### config.mk
export PLATFORM = sky130hd
export DESIGN_NAME = scan_ctl
export DESIGN_NICKNAME = d
export VERILOG_FILES = /design/src/rtl/scan_ctl.sv
export SDC_FILE = /design/constraint.sdc
export NUM_CORES = 1
export LEC_CHECK = 0
export BUFFER_PORTS_ARGS = -buffer_cell sky130_fd_sc_hd__buf_4
export CAP_MARGIN = 15
export CORE_MARGIN = 2
export CORE_UTILIZATION = 52
export CTS_BUF_LIST = sky130_fd_sc_hd__clkbuf_8
export CTS_CLUSTER_SIZE = 20
export DETAILED_ROUTE_END_ITERATION = 12
export HOLD_SLACK_MARGIN = 0.06
export PLACE_DENSITY = 0.82
export SLEW_MARGIN = 20
export SYNTH_ARGS = -nofsm -noshare
export SYNTH_HDL_FRONTEND = slang
export SYNTH_SLANG_ARGS = --single-unit
### constraint.sdc
create_clock -name sys_clk -period 1.82 [get_ports sys_clk]
set_input_delay 0.091 -clock sys_clk [delete_from_list [all_inputs] [get_ports sys_clk]]
set_output_delay 0.091 -clock sys_clk [all_outputs]
set_load 0.03 [all_outputs]
### src/rtl/scan_ctl.sv
// scan_ctl: serial load / capture / unload controller for one scan chain; define SCAN_CMP_EN to add the response comparator
module scan_ctl #(
  parameter int CHAIN_LEN = 32
) (
  input  logic                 sys_clk,
  input  logic                 reset,
  input  logic                 start,
  input  logic [CHAIN_LEN-1:0] pattern_in,
  input  logic [CHAIN_LEN-1:0] expected,
  input  logic                 so,
  output logic                 te,
  output logic                 ti,
  output logic                 cp,
  output logic                 busy,
  output logic                 done,
  output logic [CHAIN_LEN-1:0] result,
  output logic                 mismatch
);
  localparam int CW = $clog2(CHAIN_LEN + 1);
  typedef enum logic [2:0] {IDLE, SHIFT_IN, CAPTURE, SHIFT_OUT, DONE} state_t;
  state_t state, state_nxt;
  logic [CW-1:0] cnt;
  logic [CHAIN_LEN-1:0] sr;
  logic last, accept, shifting;
  assign last = cnt == CW'(CHAIN_LEN - 1);
  assign accept = (state == IDLE || state == DONE) && start;
  assign shifting = state == SHIFT_IN || state == SHIFT_OUT;
  always_comb begin
    state_nxt = state;
    if (accept) state_nxt = SHIFT_IN;
    else if (state == DONE) state_nxt = IDLE;
    else if (state == CAPTURE) state_nxt = SHIFT_OUT;
    else if (shifting && last) state_nxt = state == SHIFT_IN ? CAPTURE : DONE;
  end
  always_ff @(posedge sys_clk) begin
    if (reset) begin
      state  <= IDLE;
      cnt    <= '0;
      sr     <= '0;
      result <= '0;
    end else begin
      state <= state_nxt;
      cnt   <= (shifting && state_nxt == state) ? cnt + CW'(1) : '0;
      sr    <= accept ? pattern_in : state == SHIFT_IN ? sr << 1 : sr;
      if (state == SHIFT_OUT) result <= {result[CHAIN_LEN-2:0], so};
    end
  end
  // all outputs decode the state and shift-register flops only
  assign te   = shifting;
  assign cp   = shifting || state == CAPTURE;
  assign busy = cp;
  assign ti   = state == SHIFT_IN && sr[CHAIN_LEN-1];
  assign done = state == DONE;
`ifdef SCAN_CMP_EN
  always_ff @(posedge sys_clk) begin
    if (reset || accept) mismatch <= 1'b0;
    else if (state == SHIFT_OUT && last) mismatch <= {result[CHAIN_LEN-2:0], so} != expected;
  end
`else
  logic unused_expected;
  assign unused_expected = ^expected;
  assign mismatch = 1'b0;
`endif
endmodule

Word-level counts from Yosys, hierarchy flattened
Index checks and enable logic that the tools add are counted.

storage, ports and cells
  flip-flop bits (word level) = 73
  output and inout bits = 38

operators by class
  add/subtract/negate cells = 1
  eq/ne operators = 6
  muxes and demuxes = 7
  bitwise logic cells = 1
  reductions and logical operators = 10

operators with widths
  cell                   number
  $mux W32               2
  $mux W3                5
  $add A6 B1 Y6 const B  1
  $eq A3 B2 Y1 const B   2
  $eq A6 B5 Y1 const B   1
  $logic_and A1 B1 Y1    4
  $eq A3 B1 Y1 const B   1
  $eq A3 B3 Y1           1
  $eq A3 B3 Y1 const B   1
  $logic_not A3 Y1       1
  $logic_or A1 B1 Y1     3
  $reduce_bool A2 Y1     1
  $reduce_or A2 Y1       1
  $not A1 Y1             1

Longest topological paths before layout
Gate-level depths: netlist of run 1.

  word-level depth = 11
  depth in mapped cells = 6
  mapped depth without buffers = 4

Worst setup path before layout of run 1
OpenSTA, ideal clock, no wires.

  path kind = register to register
  from = reg state[2]
  to = reg state[1]
  setup time = 0.121 ns
  arrival = 1.359 ns
  required time = 1.699 ns
  path slack = 0.341 ns
  stages on the path, launching flop included = 6
  cell sequence = dfxtp_1 -> buf_4 -> nand2b_4 -> inv_1 -> and4_1 -> mux2_2

on the way
  cells in the longest elaborated chain, start to end = 7
  elaborated cells on any way between the ends = 14
  those cells by class = eq/ne (4); mux (5); reduce/logical (5)

RTL lines
  item                                          RTL line  text
  start, declared                               21        state_t state, state_nxt;
  start signal, assigned                        42        state <= state_nxt;
  $eq A3 B1 Y1 or $eq A3 B2 Y1 (tied branches)  27        assign shifting = state == SHIFT_IN || state == SHIFT_OUT;
  $logic_or A1 B1 Y1 *                          27
  named net te                                  11        output logic te,
  $logic_and A1 B1 Y1 *                         33        else if (shifting && last) state_nxt = state == SHIFT_IN ? CAPTURE : DONE;
  $mux W3 *                                     33
  $mux W3 *                                     32        else if (state == CAPTURE) state_nxt = SHIFT_OUT;
  $mux W3 *                                     31        else if (state == DONE) state_nxt = IDLE;
  $mux W3 *                                     30        if (accept) state_nxt = SHIFT_IN;

Mark *: on every way through the listed nets, which the timed path passes. The rest lies on a longest branch.
A chain may end at the register's enable or synchronous reset.

Worst setup path in the final report of run 1
  from = reg state[0]
  to = out ti

on the way
  cells in the longest elaborated chain, start to end = 2

RTL lines
  item                 RTL line  text
  $eq A3 B1 Y1         52        assign ti = state == SHIFT_IN && sr[CHAIN_LEN-1];
  $logic_and A1 B1 Y1  52
  end, declared        12        output logic ti,

Every way passes these cells.

==> results of run 1 <==
==> report_power, final <==
part           switching [mW]  leakage (nW)  internal [mW]
Clock                   0.605        0.0891          0.491
Sequential             0.0350         0.595           1.65
Combinational           0.198         0.877          0.196
==> how the worst max path moves through the flow <==
stage                                   start                  end  slack (ps)  depth (start not counted)
after CTS                 state[1]$_SDFF_PP0_                   ti          90                          4
final                     state[0]$_SDFF_PP0_                   ti         120                          4
after global routing      state[0]$_SDFF_PP0_                   ti           4                          4
after global placement    state[0]$_SDFF_PP0_  sr[28]$_SDFFE_PP0P_         330                          4
after detailed placement  state[1]$_SDFF_PP0_   sr[5]$_SDFFE_PP0P_         270                          4
after floorplan           state[2]$_SDFF_PP0_  state[1]$_SDFF_PP0_         340                          5
==> per-stage QoR <==
stage                     total power, mW  area [um2]
after global placement               2.05        3600
after CTS                            3.21        4080
final                                3.18        4090
after global routing                 3.31        4090
after detailed placement             2.06        3600
after floorplan                      1.97        3130
==> critical path, stage by stage, from the launching register on <==
cell	delay, ps
dfxtp_2	460
nor3b_4	270
buf_12	220
and2_1	150
buf_4	160
==> kinds of logic (layout without fill, tap and decap cells) <==
group	Yosys count	count (layout)	synth area share
AOI/OAI and AO/OA	101	101	0.214
and+or+nand+nor	141	141	0.218
buffers and inverters	37	129	0.0836
xor gates and xnor gates	3	3	0.00840
adders and majority gates	1	1	0.00400
DFF	73	73	0.467
other	1	1	0.00120
muxes	1	1	0.00360
==> Yosys cell counts (3+ instances only) <==
| cell type | count | area share |
|---|---|---|
| a211oi_1 | 3 | 0.0072 |
| a211oi_2 | 13 | 0.052 |
| a21oi_1 | 63 | 0.10 |
| a21oi_2 | 3 | 0.0084 |
| a22oi_1 | 16 | 0.038 |
| buf_2 | 5 | 0.0080 |
| buf_4 | 9 | 0.022 |
| buf_6 | 11 | 0.040 |
| clkbuf_1 | 9 | 0.011 |
| dfxtp_1 | 73 | 0.47 |
| inv_1 | 3 | 0.0036 |
| nand2_1 | 82 | 0.098 |
| nand3_1 | 19 | 0.030 |
| nor2_1 | 8 | 0.0096 |
| nor2_2 | 12 | 0.024 |
| nor3_1 | 4 | 0.0064 |
==> metal layers <==
metal / share of wire / routed length [um]
met1: 0.42 / 3040
met2: 0.51 / 3640
met3: 0.050 / 359
met4: 0.018 / 130
met5: 0 / 0
==> area by class of cell <==
cell class | count | area share
Clock buffer | 9 | 0.0303
Clock inverter | 7 | 0.0110
Inverter | 3 | 0.00276
Multi-Input combinational cell | 248 | 0.344
Sequential cell | 73 | 0.358
Tap cell | 75 | 0.0230
Timing Repair Buffer | 110 | 0.230
==> registers in the layout, indices dropped and copies added, names as in the netlist <==
signal,cells
cnt,6
state,3
sr,32
result,32
==> timing repair <==
action | 4_1_cts | 5_1_grt
resized for setup | 1 | 1
setup buffers | 0 | 0
endpoints found under the setup margin | 1 | 1
hold buffers | 31 | 0
hold endpoints to repair | 31 | 0
==> cells in the final DEF (no fill, tap or decap), drive strengths merged, types with 2 or more instances in the layout <==
cell,n
clkinv,5
xor2,2
or3b,2
nor3b,2
dfxtp,73
nand2,82
nor3,4
and2,2
buf,79
a211oi,16
nor2,21
a21oi,66
inv,4
dlygate4sd3,31
a22oi,16
clkbuf,9
nand3,20
==> metrics.cfg, run 1 <==
[power_and_ir_drop]
power-per-cell-area_nw_per_um2=778
p_leak_nw=1.56
vdd_drop_max_mv=0.605

[clock_tree]
numCtsBuffers=9
h-tree-depth=3
ctsRootBufferMaster=clkbuf_8
insertion_delay_ps=340
cts.clk_slew.worst_paths_ps=80
clock-sinks=73
tritoncts=built
cts_buffer_depth=2

[floorplanning]
num_rows=28
start_util=0.535
die_y_um=81.6
fp.dieArea_um2=6650
coreArea_um2=5850
pin_count=106
die_w_um=81.6

[logic_synthesis]
ys_types=37
ys_ff_latch=73
seq_area_frac_synth=0.467
synth_fp_nets=427
ys.flop_type=dfxtp_1
syn_area_per_cell_um2=8.74
synth_area_um2=3130
synth_edf_count=0
synth_cells=358
yosysWarnings=0
async_reset_ff_frac=0

[timing]
rsz0062_at_grt=false
max_slew_margin=0.630
post-route-min-period_ps=1700
fin_setup_tns_ps=0
fin_skew_ps=10.7
fmax_ghz=0.590
maxSlewViolCount=0
fin_crit_sh=0.932
tightest_slew_ps=555
whs_ps=81.8
hold_viol=0
setup_slack_ps=124
setup_viol=0

[placed_design]
portBuffers=72
dpl.hpwl_mm=4.29
dp_cells=478
gp_congestion=0.766
dpl_worst_slack_ps=270

[grt]
grt_pass1_vias=2536
grt_max_degree=55
use_met3=0.0659
grt_pass1_wl_mm=11.5
antenna_found_initial=0
met1_usage=0.268
met2_usage=0.375
busiest_layer=met2
grt_remaining_overflow=0
grtUsageTotal=0.224

[setup_path]
cp.required_ps=1730
cp_data_arrival_time_ps=1610
r2r_start=state[2]$_SDFF_PP0_
crit_path_end_kind=primary output
r2r-end=sr[5]$_SDFFE_PP0P_
worst_r2r_path_depth=4
r2r_setup_slack_ps=380
path_class=flop to primary output
critPathMaxFanout=32
start_kind=flop

[route]
dr.pass1.iters=4
ant_nets=0
drt-wirelength-per-cell_um=13.7
drt_iter0_markers=130
avgViaCountPerCell=5.34
detailroute.via_count=2805
drt_wl_total_mm=7.17
drc=0

[layout]
n_antenna_cell=0
seqCellArea_um2=1460
area_growth_syn_to_layout_pct=30.5
fin_cells=525
drive_gt1_frac=0.293
n_fill_cell=447
finish.utilization=0.698
nets=514
multi_input_area_um2=1410

[worst_hold_path]
min_path_type=input pin to flop
whs_path_depth=3
hold_start=pattern_in[23]
hold-path-endpoint=sr[23]$_SDFFE_PP0P_

[run_status]
status=complete, no violations

[flow_run]
max-cap-violations=0

Power figures use the tool's default switching activity.
==> run 2, diff against run 1 <==
==> constraint.sdc (replaced) <==
create_clock -name sys_clk -period 1.7 [get_ports sys_clk]
set_input_delay 0.085 -clock sys_clk [delete_from_list [all_inputs] [get_ports sys_clk]]
set_output_delay 0.085 -clock sys_clk [all_outputs]
set_load 0.03 [all_outputs]
==> run 2 against run 1 <==
Against the previous run: via count decreased by 0.11%; register-to-register slack worse by 170 ps; largest power group unchanged; power rose by 21%.
==> metrics.cfg, run 2 (same netlist as run 1, synthesis figures left out) <==
[setup_path]
worst_r2r_path_depth=4
crit_path_max_incr_delay_ps=430
start_kind=flop
r2r_setup_slack_ps=210
cp_data_arrival_time_ps=1530
cp.required_ps=1620
crit_path_end_kind=primary output
r2r_start=state[2]$_SDFF_PP0_
r2r-end=sr[10]$_SDFFE_PP0P_
path_class=flop to primary output
critPathBufInv=2
path_delay_family=flip-flops
critPathMaxFanout=32
worst-path-stages=4
path_cells=nor3b_4 -> buf_12 -> and2_1 -> buf_4
slowest_stage=dfxtp_2

[route]
drc=0
avgViaCountPerCell=5.36
drt_iter0_markers=191
ant_nets=0
drt-wirelength-per-cell_um=14.2
dr.pass1.iters=4
drt_wl_total_mm=7.44
detailroute.via_count=2802

[floorplanning]
coreArea_um2=5850
start_util=0.535
fp.dieArea_um2=6650
die_y_um=81.6
num_rows=28
die_w_um=81.6
pin_count=106

[clock_tree]
cts_buffer_depth=2
post_cts_buffers=0
insertion_delay_ps=350
ctsRootBufferMaster=clkbuf_8
numCtsBuffers=9
tritoncts=built
clock-sinks=73
h-tree-depth=3
cts.clk_slew.worst_paths_ps=70

[grt]
grt_remaining_overflow=0
grt_max_degree=54
antenna_found_initial=0
grtUsageTotal=0.228
grt_pass1_vias=2664
grt_pass1_wl_mm=11.6

[placed_design]
dp_cells=480
dpl_worst_slack_ps=224
placed_cell_area_um2=3620
portBuffers=72
dpl.hpwl_mm=4.34
gp_congestion=0.758

[timing]
fin_skew_ps=12.2
fin_crit_sh=0.953
setup_viol=0
rsz0062_at_grt=false
setup_slack_ps=80.5
max_slew_margin=0.641
fmax_ghz=0.617
whs_ps=65.3
hold_viol=0
post-route-min-period_ps=1620
tightest_slew_ps=539
fin_setup_tns_ps=0
maxSlewViolCount=0

[power_and_ir_drop]
switching_power_uw=908
p_total_mw=3.86
vdd_drop_max_mv=0.587
p_seq_frac=0.469
p_leak_nw=1.58
clkPwrFrac=0.423
p_sw_frac=0.236
p_comb_frac=0.108
internal-power_mw=2.95
power-per-cell-area_nw_per_um2=933

[layout]
final_common_cell=nand2_1
final_cell_area_um2=4130
n_antenna_cell=0
nets=512
reg_top3=result x32, sr x32, cnt x6
area_growth_syn_to_layout_pct=32.1
final_cell_mix=82 x nand2_1, 78 x buf_4, 72 x dfxtp_1, 63 x a21oi_1, 27 x dlygate4sd3_1
drive_gt1_frac=0.295
fin_cells=523
finish.utilization=0.706

[worst_hold_path]
hold_start=pattern_in[24]
hold-path-endpoint=sr[24]$_SDFFE_PP0P_
whs_path_depth=3
min_path_type=input pin to flop

[run_status]
status=complete, no violations

[flow_run]
max-cap-violations=0

==> run 2: worst register-to-register path: cells and delay by family (launching register included) <==
family	cells	cell delay, ps
flops	1	530
buf+inv	1	320
simple gates	2	320
compound gates	1	230
==> run 2: how the worst max path moves through the flow <==
stage	slack, ps	end	from
3_5_place_dp	220	sr[2]$_SDFFE_PP0P_	state[0]$_SDFF_PP0_
6_report	80	ti	state[0]$_SDFF_PP0_
2_1_floorplan	220	state[1]$_SDFF_PP0_	state[2]$_SDFF_PP0_
3_3_place_gp	240	sr[28]$_SDFFE_PP0P_	state[0]$_SDFF_PP0_
4_1_cts	70	ti	state[0]$_SDFF_PP0_
5_1_grt	4	ti	state[0]$_SDFF_PP0_
==> run 2: final cells by class <==
type | count | area [um2]
Sequential cell | 73 | 1460
Tap cell | 75 | 93.8
Clock inverter | 7 | 119
Timing Repair Buffer | 108 | 916
Fill cell | 454 | 1720
Inverter | 3 | 11.3
Multi-Input combinational cell | 248 | 1410
Clock buffer | 9 | 124
==> run 2: metal layers <==
metal  vias to the layer above  part of all wire  global-route usage
met5                         -                 0                   0
met4                         0             0.019               0.103
met3                        14             0.044              0.0582
met2                        76              0.51               0.406
met1                      1318              0.43               0.254
li1                       1394                 -                   -
==> run 2: power by group through the flow <==
| stage | Combinational (mW) | Clock (mW) | Sequential (mW) |
|---|---|---|---|
| global placement | 0.350 | 0 | 1.84 |
| global route | 0.451 | 1.73 | 1.81 |
| finish | 0.417 | 1.63 | 1.81 |
| detailed placement | 0.358 | 0 | 1.85 |
| CTS | 0.412 | 1.66 | 1.81 |
| floorplan | 0.273 | 0 | 1.83 |
==> run 2: repair_timing <==
action / CTS / global route
gates resized for setup: 1 / 0
endpoints found under the setup margin: 1 / 0
endpoints found under the hold margin: 27 / 0
hold buffers: 27 / 0
